--- src/rtl/jtframe_ram_rqc.sv ---
// SDRAM request adapter for one game-side client: turns a level addr_ok into req/req_rnw,
// returns data with a held (or pulsed) data_ok, and keeps an optional one-word read cache.
module jtframe_ram_rqc #(
    parameter int unsigned AW      = 18,
    parameter int unsigned DW      = 8,
    parameter int unsigned CACHE   = 1,
    parameter int unsigned OKLATCH = 1
) (
    input  logic          clk,
    input  logic          rst,
    input  logic [AW-1:0] addr,
    input  logic [21:0]   offset,
    input  logic          addr_ok,
    input  logic          wrin,
    input  logic [DW-1:0] wrdata,
    input  logic [31:0]   din,
    input  logic          din_ok,
    input  logic          we,
    output logic          req,
    output logic          req_rnw,
    output logic [21:0]   sdram_addr,
    output logic [15:0]   sdram_din,
    output logic [1:0]    sdram_wrmask,
    output logic          data_ok,
    output logic [DW-1:0] dout
);

    typedef enum logic [1:0] {StIdle, StReq, StDone} state_e;

    state_e        state_q, state_d;
    logic          req_q, req_d;
    logic          rnw_q, rnw_d;
    logic          data_ok_q, data_ok_d;
    logic [DW-1:0] dout_q, dout_d;
    logic [21:0]   saddr_q, saddr_d;
    logic [15:0]   sdin_q, sdin_d;
    logic [1:0]    mask_q, mask_d;
    logic          sel_q, sel_d;
    logic          valid_q, valid_d;
    logic [21:0]   tag_q, tag_d;
    logic [31:0]   cache_q, cache_d;
    logic [AW-1:0] addr_q;
    logic          aok_q;

    logic [21:0]   waddr;
    logic [DW-1:0] lane_din, lane_hit;
    logic [15:0]   wr_din;
    logic [1:0]    wr_mask;
    logic          rd;
    logic          trigger, hit, done;

    if (DW == 8) begin : g_dw8
        assign waddr    = 22'(addr >> 1) + offset;
        assign lane_din = sel_q   ? din[15:8]     : din[7:0];
        assign lane_hit = addr[0] ? cache_q[15:8] : cache_q[7:0];
        assign wr_din   = {wrdata, wrdata};
        assign wr_mask  = addr[0] ? 2'b10 : 2'b01;
        assign rd       = ~wrin;
    end else if (DW == 16) begin : g_dw16
        assign waddr    = 22'(addr) + offset;
        assign lane_din = din[15:0];
        assign lane_hit = cache_q[15:0];
        assign wr_din   = wrdata;
        assign wr_mask  = 2'b11;
        assign rd       = ~wrin;
    end else begin : g_dw32
        // 32-bit clients are read-only: wrin is ignored
        assign waddr    = (22'(addr) << 1) + offset;
        assign lane_din = din;
        assign lane_hit = cache_q;
        assign wr_din   = 16'd0;
        assign wr_mask  = 2'b00;
        assign rd       = 1'b1;
    end

    assign trigger = addr_ok && (!aok_q || addr != addr_q);
    assign hit     = (CACHE != 0) && valid_q && (tag_q == waddr) && rd;
    assign done    = din_ok && we;

    always_comb begin
        state_d   = state_q;
        req_d     = req_q;
        rnw_d     = rnw_q;
        data_ok_d = data_ok_q;
        dout_d    = dout_q;
        saddr_d   = saddr_q;
        sdin_d    = sdin_q;
        mask_d    = mask_q;
        sel_d     = sel_q;
        valid_d   = valid_q;
        tag_d     = tag_q;
        cache_d   = cache_q;
        unique case (state_q)
            StIdle, StDone: begin
                if (trigger) begin
                    if (hit) begin
                        data_ok_d = 1'b1;
                        dout_d    = lane_hit;
                        state_d   = StDone;
                    end else begin
                        req_d     = 1'b1;
                        rnw_d     = rd;
                        data_ok_d = 1'b0;
                        saddr_d   = waddr;
                        sel_d     = addr[0];
                        if (!rd) begin
                            sdin_d = wr_din;
                            mask_d = wr_mask;
                        end
                        state_d   = StReq;
                    end
                end else if (!addr_ok) begin
                    data_ok_d = 1'b0;
                    state_d   = StIdle;
                end else if (OKLATCH == 0) begin
                    data_ok_d = 1'b0;
                end
            end
            StReq: begin
                if (done) begin
                    req_d = 1'b0;
                    rnw_d = 1'b1;
                    if (rnw_q) begin
                        dout_d  = lane_din;
                        cache_d = din;
                        tag_d   = saddr_q;
                        valid_d = (CACHE != 0);
                    end else if (tag_q == saddr_q) begin
                        valid_d = 1'b0;
                    end
                    // A client that already let go gets no completion strobe
                    data_ok_d = addr_ok;
                    state_d   = addr_ok ? StDone : StIdle;
                end
            end
            default: state_d = StIdle;
        endcase
    end

    always_ff @(posedge clk) begin
        if (rst) begin
            state_q   <= StIdle;
            req_q     <= 1'b0;
            rnw_q     <= 1'b1;
            data_ok_q <= 1'b0;
            dout_q    <= '0;
            saddr_q   <= '0;
            sdin_q    <= '0;
            mask_q    <= '0;
            sel_q     <= 1'b0;
            valid_q   <= 1'b0;
            tag_q     <= '0;
            cache_q   <= '0;
            addr_q    <= '0;
            aok_q     <= 1'b0;
        end else begin
            state_q   <= state_d;
            req_q     <= req_d;
            rnw_q     <= rnw_d;
            data_ok_q <= data_ok_d;
            dout_q    <= dout_d;
            saddr_q   <= saddr_d;
            sdin_q    <= sdin_d;
            mask_q    <= mask_d;
            sel_q     <= sel_d;
            valid_q   <= valid_d;
            tag_q     <= tag_d;
            cache_q   <= cache_d;
            addr_q    <= addr;
            aok_q     <= addr_ok;
        end
    end

    assign req          = req_q;
    assign req_rnw      = rnw_q;
    assign sdram_addr   = saddr_q;
    assign sdram_din    = sdin_q;
    assign sdram_wrmask = mask_q;
    assign data_ok      = data_ok_q;
    assign dout         = dout_q;

endmodule

--- config.mk ---
export PLATFORM = sky130hd
export DESIGN_NAME = jtframe_ram_rqc
export DESIGN_NICKNAME = d
export VERILOG_FILES = /design/src/rtl/jtframe_ram_rqc.sv
export SDC_FILE = /design/constraint.sdc
export NUM_CORES = 1
export LEC_CHECK = 0
export ABC_AREA = 0
export BUFFER_PORTS_ARGS = -buffer_cell sky130_fd_sc_hd__buf_4
export CORE_MARGIN = 5
export CORE_UTILIZATION = 30
export DETAILED_ROUTE_END_ITERATION = 16
export GPL_TIMING_DRIVEN = 0
export HOLD_SLACK_MARGIN = 0.12
export PLACE_DENSITY = 0.52
export REMOVE_ABC_BUFFERS = 1
export SYNTH_ARGS = -nofsm -noshare
export SYNTH_HDL_FRONTEND = slang
export SYNTH_SLANG_ARGS = --single-unit
--- constraint.sdc ---
create_clock -name clk -period 3.65 [get_ports clk]
set_input_delay 0.365 -clock clk [delete_from_list [all_inputs] [get_ports clk]]
set_output_delay 0.365 -clock clk [all_outputs]
set_load 0.005 [all_outputs]
==> results of run 1 <==
==> cells by family after synthesis <==
| family | share of synthesized area |
|---|---|
| AND/OR/NAND/NOR | 0.223 |
| AO/OA/AOI/OAI | 0.171 |
| flip-flops | 0.321 |
| XOR/XNOR | 0.117 |
| buffers and inverters | 0.0465 |
| multiplexers | 0.0858 |
| adder cells (fa/ha/maj) | 0.0359 |
==> power by group through the flow <==
stage / registers, W / clock network, W / logic (W)
3_5_place_dp: 0.00127 / 0 / 0.000767
3_3_place_gp: 0.00127 / 0 / 0.000767
6_report: 0.00125 / 0.000994 / 0.000803
2_1_floorplan: 0.00126 / 0 / 0.000476
5_1_grt: 0.00126 / 0.00107 / 0.000879
4_1_cts: 0.00125 / 0.00103 / 0.000799
==> state kept, by name, indices dropped and copies added, names as in the netlist, 2 cells and up <==
signal,cells
cache_q,16
addr_q,18
dout,8
sdram_din,8
tag_q,22
state_q,2
sdram_wrmask,2
sdram_addr,22
==> layout by cell type (no fill, tap or decap), types with 4 or more instances in the layout <==
| cell | n |
|---|---|
| a211o_1 | 9 |
| a211oi_1 | 12 |
| a21o_1 | 5 |
| a21oi_1 | 65 |
| a31oi_1 | 4 |
| buf_12 | 4 |
| buf_4 | 121 |
| clkbuf_16 | 9 |
| dfxtp_1 | 104 |
| ha_1 | 17 |
| inv_1 | 6 |
| mux2_2 | 4 |
| mux2_4 | 12 |
| mux2i_1 | 32 |
| nand2_1 | 106 |
| nand2b_1 | 19 |
| nand3_1 | 7 |
| nand4_1 | 13 |
| nor2_1 | 53 |
| nor2b_1 | 45 |
| nor3_1 | 12 |
| nor4_1 | 6 |
| o21a_1 | 4 |
| o21ai_0 | 10 |
| xnor2_1 | 38 |
| xor2_1 | 36 |
==> layout make-up <==
| class | instances | area, um^2 |
|---|---|---|
| clock inverter | 6 | 62.6 |
| sequential | 104 | 2080 |
| clock buffer | 10 | 239 |
| multi-input combinational | 590 | 4170 |
| timing repair buffer | 126 | 1020 |
| inverter | 6 | 22.5 |
| fill | 2152 | 13200 |
| tap | 275 | 344 |
==> synth_stat cells, types with 3 or more instances <==
master,n,share of area
a211o_1,9,0.012
a211oi_1,13,0.015
a21o_1,5,0.0058
a21oi_1,65,0.050
a21oi_2,3,0.0041
a31oi_1,4,0.0039
and2_1,4,0.0039
buf_1,3,0.0017
buf_2,9,0.0069
buf_4,9,0.010
clkbuf_1,29,0.017
dfxtp_1,104,0.32
ha_1,17,0.033
inv_1,6,0.0035
mux2_2,4,0.0069
mux2_4,12,0.028
mux2i_1,32,0.049
nand2_1,107,0.062
nand2b_1,19,0.018
nand3_1,7,0.0054
nand4_1,13,0.013
nor2_1,53,0.031
nor2b_1,45,0.043
nor3_1,12,0.0093
nor4_1,7,0.0068
o2111ai_1,3,0.0041
o211ai_1,3,0.0035
o21a_1,4,0.0046
o21ai_0,10,0.0077
o21ai_1,3,0.0023
o21ai_2,3,0.0041
xnor2_1,38,0.051
xor2_1,36,0.049
==> metrics by stage <==
step	power [W]	hold slack (ns)	setup slack (ns)	cell area, um^2
after CTS	0.00307	0.223	0.0211	7880
after global placement	0.00204	0.438	-1.09	7450
after global routing	0.00321	0.233	0.0367	7940
after floorplan	0.00174	0.426	-0.133	6210
after detailed placement	0.00204	0.445	-1.09	7460
final	0.00304	0.233	0.182	7940
==> layer usage <==
layer,global-route usage,vias to the layer above,wire [um]
met2,0.223,127,8090
li1,-,2780,-
met5,0,-,0
met1,0.211,2552,9190
met4,0.0451,0,359
met3,0.0324,19,1000
==> path summary, 6_finish.rpt <==
path,start,endpoint,slack [ns],cells after the start
hold / removal,wrdata[2],sdram_din[10]$_SDFFE_PP0P_,0.23,3
setup / recovery,offset[0],sdram_addr[20]$_SDFFE_PP0P_,0.18,13
hold reg to reg,cache_q[1]$_SDFFE_PP0P_,cache_q[1]$_SDFFE_PP0P_,0.45,2
setup reg to reg,tag_q[20]$_SDFFE_PP0P_,sdram_addr[20]$_SDFFE_PP0P_,0.77,9
==> critical path: cells and delay by family <==
kind,cells,cell delay [ns]
multiplexers,1,0.34
buffers and inverters,2,0.29
AND/OR/NAND/NOR,3,0.65
adder cells (fa/ha/maj),2,0.66
AO/OA/AOI/OAI,5,1.39
==> what timing repair did <==
action,4_1_cts,5_1_grt
resized for setup,5,5
gates cloned,1,0
hold endpoints to repair,0,0
setup buffers,4,1
pin swaps,3,5
setup endpoints to repair,33,24
==> flow_metrics.env, run 1 <==
export IMPL_outcome="finished clean"
export IMPL_finalMaxSlewViolations=0
export IMPL_layout_cells_non_filler=1117
export IMPL_worstSetupStartpointType="input port"
export IMPL_end_kind="flip-flop"
export IMPL_setup_viol=0
export IMPL_rsz0062_at_grt="false"
export IMPL_tightestPinTransition_ns=1.24
export IMPL_antenna_found_initial=0
export IMPL_swShare=0.321
export IMPL_synth_seq_cells=104
export IMPL_synthToLayoutAreaGrowth_pct=22.4
export IMPL_grt_max_degree=134
export IMPL_cp_arrival_ns=3.72
export IMPL_cp_slowest_cell="fa_2"
export IMPL_ys_warn_count=0
export IMPL_syn_instance_count=752
export IMPL_viasPerCell=4.90
export IMPL_cts_root_buf="clkbuf_16"
export IMPL_portBuffers=120
export IMPL_crit_type="input port to flip-flop"
export IMPL_drt_initial_drc_count=284
export IMPL_grtUsageTotal=0.148
export IMPL_antenna_left=0
export IMPL_max_slew_margin_rel=0.172
export IMPL_seqPwrFrac=0.410
export IMPL_place_congestion=0.827
export IMPL_die_x_um=157
export IMPL_dp_hpwl_um=13300
export IMPL_cts_htree_levels=3
export IMPL_io_pins=137
export IMPL_async_flop_share=0
export IMPL_overflow=0
export IMPL_clock_fmax_mhz=288
export IMPL_drive_above_1_share=0.228
export IMPL_holdCritPathClass="input port to flip-flop"
export IMPL_wirelength_um=18600
export IMPL_seq_area_frac_synth=0.321
export IMPL_drv_cap=0
export IMPL_p_int_w=0.00207
export IMPL_post_drt_wl_per_cell_um=16.7
export IMPL_p_switching_w=0.000976
export IMPL_cts_sinks=104
export IMPL_vias=5478
export IMPL_p_per_area_nw_per_um2=383
export IMPL_row_count=53
export IMPL_synth_ff_type="dfxtp_1"
export IMPL_numCtsBuffers=9
export IMPL_required_ns=3.90
export IMPL_die_area_um2=24700
export IMPL_period_needed_ns=3.47
export IMPL_p_leak_nw=3.24
export IMPL_initial_core_util=0.307
export IMPL_slowest_delay_ns=0.41
export IMPL_yosysUniqueCellTypes=80
export IMPL_synth_edff_count=0
export IMPL_grt_pass1_wl_um=28900
export IMPL_cp_cell_sequence="buf_4 > ha_1 > fa_2 > a211oi_4 > o21ai_2 > a211o_2 > a41oi_4 > nor3_1 > nor4_4 > nand4_4 > o21bai_4 > buf_12 > mux2_2"
export IMPL_coreArea_um2=21200
export IMPL_cts_buffer_depth=2
export IMPL_fin_tns_setup_ns=0
export IMPL_drc=0
export IMPL_hold_buffers=0
export IMPL_placedCellCount=1094
export IMPL_diodes=0
export IMPL_fin_nets=941
export IMPL_cp_max_fo=12
export IMPL_grt_pass1_vias=5266
export IMPL_ir_worst_vdd_uv=195
export IMPL_period_share=0.950
export IMPL_cts_tree="done"
export IMPL_die_y_um=157
export IMPL_synth_area_um2=6490
export IMPL_clk_latency_ns=0.36
export IMPL_clk_pin_slew_ns=0.08
export IMPL_drt_first_pass_iters=4
export IMPL_pwr_share_comb=0.264
export IMPL_clkPwrFrac=0.327
export IMPL_hold_violations=0
export IMPL_synth_area_per_cell_um2=8.63
export IMPL_skew_ns=0.0102
export IMPL_post_route_util=0.375
(Power assumes the default switching activity.)
==> inputs of run 2 (changes only) <==
--- a/config.mk
+++ b/config.mk
@@ -12,7 +12,7 @@
 export DETAILED_ROUTE_END_ITERATION = 16
 export GPL_TIMING_DRIVEN = 0
 export HOLD_SLACK_MARGIN = 0.12
-export PLACE_DENSITY = 0.52
+export PLACE_DENSITY = 0.5
 export REMOVE_ABC_BUFFERS = 1
 export SYNTH_ARGS = -nofsm -noshare
 export SYNTH_HDL_FRONTEND = slang
==> constraint.sdc (replaced) <==
create_clock -name clk -period 3.75 [get_ports clk]
set_input_delay 0.375 -clock clk [delete_from_list [all_inputs] [get_ports clk]]
set_output_delay 0.375 -clock clk [all_outputs]
set_load 0.005 [all_outputs]
==> run 2 against run 1 <==
Compared with the run above: sequential cell count unchanged; largest power group unchanged; core utilization down 0.14 points; global-route usage up 0.26 points; worst setup slack worse by 0.0020 ns.
==> flow_metrics.env, run 2 (synthesized netlist as in run 1, its figures left out) <==
export IMPL_outcome="finished clean"
export IMPL_max_slew_margin_rel=0.115
export IMPL_drt_first_pass_iters=5
export IMPL_critPathCapture="sdram_addr[2]$_SDFFE_PP0P_"
export IMPL_fin_tns_setup_ns=0
export IMPL_cp_arrival_ns=3.82
export IMPL_finish_instance_area_um2=7910
export IMPL_place_congestion=0.787
export IMPL_pwr_share_comb=0.263
export IMPL_clk_pin_slew_ns=0.08
export IMPL_p_int_w=0.00200
export IMPL_clkPwrFrac=0.328
export IMPL_clock_fmax_mhz=280
export IMPL_initial_core_util=0.307
export IMPL_cts_buffer_depth=2
export IMPL_startpoint="offset[0]"
export IMPL_portBuffers=120
export IMPL_cts_sinks=104
export IMPL_vias=5448
export IMPL_diodes=0
export IMPL_post_route_util=0.374
export IMPL_viasPerCell=4.86
export IMPL_dpl_cell_area_um2=7460
export IMPL_seqPwrFrac=0.409
export IMPL_end_kind="flip-flop"
export IMPL_crit_type="input port to flip-flop"
export IMPL_drive_above_1_share=0.228
export IMPL_fin_nets=944
export IMPL_die_y_um=157
export IMPL_reg2reg_slack_ns=0.71
export IMPL_cts_htree_levels=3
export IMPL_wirelength_um=18700
export IMPL_path_delay_family="simple AND/OR/NAND/NOR gates"
export IMPL_drv_cap=0
export IMPL_worstReg2RegEnd="sdram_addr[2]$_SDFFE_PP0P_"
export IMPL_cts_tree="done"
export IMPL_period_share=0.952
export IMPL_overflow=0
export IMPL_dp_hpwl_um=13500
export IMPL_antenna_left=0
export IMPL_final_common_cell="buf_4"
export IMPL_clk_latency_ns=0.36
export IMPL_required_ns=4.00
export IMPL_antenna_found_initial=0
export IMPL_cp_max_fo=12
export IMPL_worstSetupStartpointType="input port"
export IMPL_slowest_delay_ns=0.60
export IMPL_setup_viol=0
export IMPL_min_path_cells=3
export IMPL_hold_violations=0
export IMPL_reg2reg_from="tag_q[20]$_SDFFE_PP0P_"
export IMPL_coreArea_um2=21200
export IMPL_p_per_area_nw_per_um2=375
export IMPL_cts_root_buf="clkbuf_16"
export IMPL_holdCritPathClass="input port to flip-flop"
export IMPL_grtUsageTotal=0.150
export IMPL_layout_common_cells="buf_4, nand2_1, dfxtp_1, a21oi_1, nor2_1"
export IMPL_synthToLayoutAreaGrowth_pct=22.0
export IMPL_grt_pass1_vias=5232
export IMPL_path_depth=13
export IMPL_drt_initial_drc_count=378
export IMPL_reg2regPathDepth=9
export IMPL_post_drt_wl_per_cell_um=16.7
export IMPL_die_area_um2=24700
export IMPL_skew_ns=0.0106
export IMPL_row_count=53
export IMPL_die_x_um=157
export IMPL_ir_worst_vdd_uv=288
export IMPL_p_leak_nw=3.24
export IMPL_rsz0062_at_grt="false"
export IMPL_p_switching_w=0.000967
export IMPL_placedCellCount=1094
export IMPL_numCtsBuffers=9
export IMPL_layout_cells_non_filler=1120
export IMPL_cp_num_buf_inv=2
export IMPL_grt_pass1_wl_um=29500
export IMPL_drc=0
export IMPL_cp_slowest_cell="fa_2"
export IMPL_tightestPinTransition_ns=1.32
export IMPL_swShare=0.326
export IMPL_io_pins=137
export IMPL_cp_cell_sequence="buf_4 > ha_1 > fa_2 > xnor2_1 > nand4_1 > a211oi_1 > nand4b_1 > or4_1 > nor4_4 > nand4_4 > o21bai_4 > buf_12 > mux2_2"
export IMPL_finalMaxSlewViolations=0
export IMPL_grt_max_degree=134
export IMPL_period_needed_ns=3.57
export IMPL_hold_buffers=0
## run 2: area by class of cell
cell class | instances | area (um^2)
clock buffers | 9 | 225
clock inverters | 7 | 71.3
fillers | 2160 | 13200
inverters | 6 | 22.5
multi-input cells | 590 | 4170
flip-flops and latches | 104 | 2080
well taps | 275 | 344
repair buffers | 129 | 997
## run 2: metal layers
layer	share of wire	track usage	routed length, um
met1	0.49	0.218	9210
met2	0.44	0.226	8190
met3	0.058	0.0360	1080
met4	0.014	0.0348	261
met5	0	0	0
## run 2: worst register-to-register path: stages (launching register included)
cell,delay [ns]
dfxtp_1,0.38
xor2_1,0.37
nor3_1,0.13
nand4b_1,0.19
or4_1,0.55
nor4_4,0.31
nand4_4,0.24
o21bai_4,0.22
buf_12,0.18
mux2_2,0.35
## run 2: stage by stage
step           hold slack (ns)  setup slack (ns)  power, W
6_report                 0.248             0.180   0.00297
5_1_grt                  0.246           0.00438   0.00312
4_1_cts                  0.235            0.0105   0.00300
3_5_place_dp             0.442             -1.05   0.00199
3_3_place_gp             0.440             -1.06   0.00199
2_1_floorplan            0.426           -0.0428   0.00169
## run 2: worst min path at each step
| stage | start | endpoint | slack, ns |
|---|---|---|---|
| floorplan | cache_q[0]$_SDFFE_PP0P_ | cache_q[0]$_SDFFE_PP0P_ | 0.43 |
| global placement | cache_q[1]$_SDFFE_PP0P_ | cache_q[1]$_SDFFE_PP0P_ | 0.44 |
| detailed placement | cache_q[5]$_SDFFE_PP0P_ | cache_q[5]$_SDFFE_PP0P_ | 0.44 |
| CTS | wrdata[4] | sdram_din[12]$_SDFFE_PP0P_ | 0.23 |
| global route | wrdata[1] | sdram_din[9]$_SDFFE_PP0P_ | 0.25 |
| finish | wrdata[6] | sdram_din[14]$_SDFFE_PP0P_ | 0.25 |
## run 2: what timing repair did
action                                  4_1_cts  5_1_grt
resized for setup                             3        5
cloned                                        1        0
hold endpoints to repair                      0        0
buffers inserted                              7        2
pin swaps                                     2        1
endpoints found under the setup margin       32       33
## run 2: power by group through the flow
stage	combinational [W]	clock, W	sequential, W
after global placement	0.000753	0	0.00124
after global routing	0.000854	0.00105	0.00122
after CTS	0.000774	0.00101	0.00121
after detailed placement	0.000750	0	0.00124
final	0.000779	0.000973	0.00121
after floorplan	0.000463	0	0.00123
==> inputs of run 3 (changes only) <==
--- a/config.mk
+++ b/config.mk
@@ -8,11 +8,11 @@
 export ABC_AREA = 0
 export BUFFER_PORTS_ARGS = -buffer_cell sky130_fd_sc_hd__buf_4
 export CORE_MARGIN = 5
-export CORE_UTILIZATION = 30
+export CORE_UTILIZATION = 40
 export DETAILED_ROUTE_END_ITERATION = 16
 export GPL_TIMING_DRIVEN = 0
 export HOLD_SLACK_MARGIN = 0.12
-export PLACE_DENSITY = 0.5
+export PLACE_DENSITY = 0.63
 export REMOVE_ABC_BUFFERS = 1
 export SYNTH_ARGS = -nofsm -noshare
 export SYNTH_HDL_FRONTEND = slang
==> run 3 against run 2 <==
Compared with the run above: total power shrank 1.3%; largest cell class unchanged; clock power shrank 2.7%; fmax shrank 0.65%; final area shrank 1.3%; worst setup slack lost 0.023 ns; sequential power is essentially flat; critical path depth is the same; critical path type unchanged; sequential cell count is the same; clock skew grew 0.0015 ns; global-route usage grew 3.3 points; combinational power shrank 1%; critical endpoint unchanged; non-clock buffer count shrank 4.
==> flow_metrics.env, run 3 (synthesized netlist as in run 1, its figures left out) <==
export IMPL_outcome="finished clean"
export IMPL_cp_num_buf_inv=2
export IMPL_post_drt_wl_per_cell_um=16.3
export IMPL_cts_tree="done"
export IMPL_synthToLayoutAreaGrowth_pct=20.4
export IMPL_pre_cts_ws_ns=-0.947
export IMPL_hold_violations=0
export IMPL_clk_pin_slew_ns=0.08
export IMPL_antenna_found_initial=0
export IMPL_post_route_util=0.492
export IMPL_diodes=0
export IMPL_worstSetupStartpointType="input port"
export IMPL_grt_max_degree=134
export IMPL_slowest_delay_ns=0.61
export IMPL_place_congestion=0.862
export IMPL_cp_arrival_ns=3.85
export IMPL_grt_pass1_wl_um=27100
export IMPL_vias=5492
export IMPL_fin_tns_setup_ns=0
export IMPL_end_kind="flip-flop"
export IMPL_clock_fmax_mhz=278
export IMPL_dp_hpwl_um=12400
export IMPL_setup_viol=0
export IMPL_numCtsBuffers=9
export IMPL_p_per_area_nw_per_um2=375
export IMPL_cts_buffer_depth=2
export IMPL_worst_slack_ns=0.157
export IMPL_drive_above_1_share=0.224
export IMPL_period_needed_ns=3.59
export IMPL_holdCritPathClass="input port to flip-flop"
export IMPL_drv_cap=0
export IMPL_die_area_um2=18900
export IMPL_row_count=46
export IMPL_ir_worst_vdd_uv=231
export IMPL_drt_first_pass_iters=6
export IMPL_p_leak_nw=3.22
export IMPL_coreArea_um2=15900
export IMPL_skew_ns=0.0121
export IMPL_fin_nets=940
export IMPL_drt_initial_drc_count=365
export IMPL_grtUsageTotal=0.183
export IMPL_layout_common_cells="buf_4, nand2_1, dfxtp_1, a21oi_1, nor2_1"
export IMPL_final_common_cell="buf_4"
export IMPL_cp_max_fo=8
export IMPL_cp_cell_sequence="buf_4 > ha_1 > fa_1 > xnor2_1 > nand4_1 > a211oi_1 > nand4b_1 > or4_1 > nor4_4 > nand4_4 > o21bai_4 > buf_4 > mux2_2"
export IMPL_io_pins=137
export IMPL_overflow=0
export IMPL_die_x_um=137
export IMPL_rsz0062_at_grt="false"
export IMPL_die_y_um=137
export IMPL_wirelength_um=17200
export IMPL_drc=0
export IMPL_cts_htree_levels=3
export IMPL_path_delay_family="simple AND/OR/NAND/NOR gates"
export IMPL_required_ns=4.00
export IMPL_finalMaxSlewViolations=0
export IMPL_max_slew_margin_rel=0.106
export IMPL_portBuffers=120
export IMPL_hold_slack_ns=0.239
export IMPL_reg2reg_slack_ns=0.73
export IMPL_cts_root_buf="clkbuf_16"
export IMPL_crit_type="input port to flip-flop"
export IMPL_grt_pass1_vias=5171
export IMPL_period_share=0.958
export IMPL_viasPerCell=5.20
export IMPL_tightestPinTransition_ns=1.34
export IMPL_critical_path_most_common_cell="buf_4"
export IMPL_initial_core_util=0.408
export IMPL_clk_latency_ns=0.37
export IMPL_cts_sinks=104
export IMPL_antenna_left=0
export IMPL_power_total_w=0.00293
export IMPL_cp_slowest_cell="fa_1"
==> run 3: changes by cell type in the layout (fill, tap and decap cells not counted), sizes merged <==
cell / before / now
inv: 10 / 8
buf: 129 / 125
clkinv: 3 / 5
==> run 3: worst register-to-register path, stage by stage, from the launching register on <==
cell and delay (ns):
dfxtp_1 0.37, xor2_1 0.34, nor3_1 0.13, nand4b_1 0.19, or4_1 0.55, nor4_4 0.31, nand4_4 0.25, o21bai_4 0.25
buf_4 0.18, mux2_2 0.34
==> run 3: layout make-up <==
type	instances	area, um^2
multi-input cells	590	4160
clock inverters	7	76.3
repair buffers	125	976
well taps	216	270
inverters	6	22.5
clock buffers	9	225
fillers	1574	8080
flip-flops and latches	104	2080
==> run 3: power by group <==
group          total [W]  leakage [nW]  switching (W)  internal [W]
combinational   0.000768          2.23       0.000406      0.000363
sequential       0.00121         0.850      0.0000526       0.00116
clock           0.000947         0.146       0.000477      0.000471
total            0.00293          3.22       0.000935       0.00199
==> run 3: layer usage <==
| metal | track usage | up-vias | part of all wire |
|---|---|---|---|
| met4 | 0.0604 | 0 | 0.014 |
| li1 | - | 2788 | - |
| met1 | 0.259 | 2558 | 0.48 |
| met5 | 0 | - | 0 |
| met2 | 0.274 | 134 | 0.44 |
| met3 | 0.0431 | 12 | 0.062 |
==> run 3: repair_timing <==
item	in CTS	in global routing
pin swaps	2	1
hold buffers	0	0
gates resized for setup	3	3
setup endpoints to repair	24	15
gates cloned	1	0
buffers inserted	5	0
==> run 3: path summary, 6_finish.rpt <==
check	startpoint	to	cells after the start
setup / recovery	addr[1]	sdram_addr[2]$_SDFFE_PP0P_	13
hold / removal	wrdata[6]	sdram_din[14]$_SDFFE_PP0P_	3
hold reg to reg	cache_q[5]$_SDFFE_PP0P_	cache_q[5]$_SDFFE_PP0P_	2
setup reg to reg	tag_q[20]$_SDFFE_PP0P_	sdram_addr[2]$_SDFFE_PP0P_	9
==> run 3: through the flow <==
step	instances	instance area, um^2
final	1057	7810
after global routing	1057	7810
after CTS	1057	7780
after detailed placement	1035	7380
after global placement	1035	7380
after floorplan	699	6210
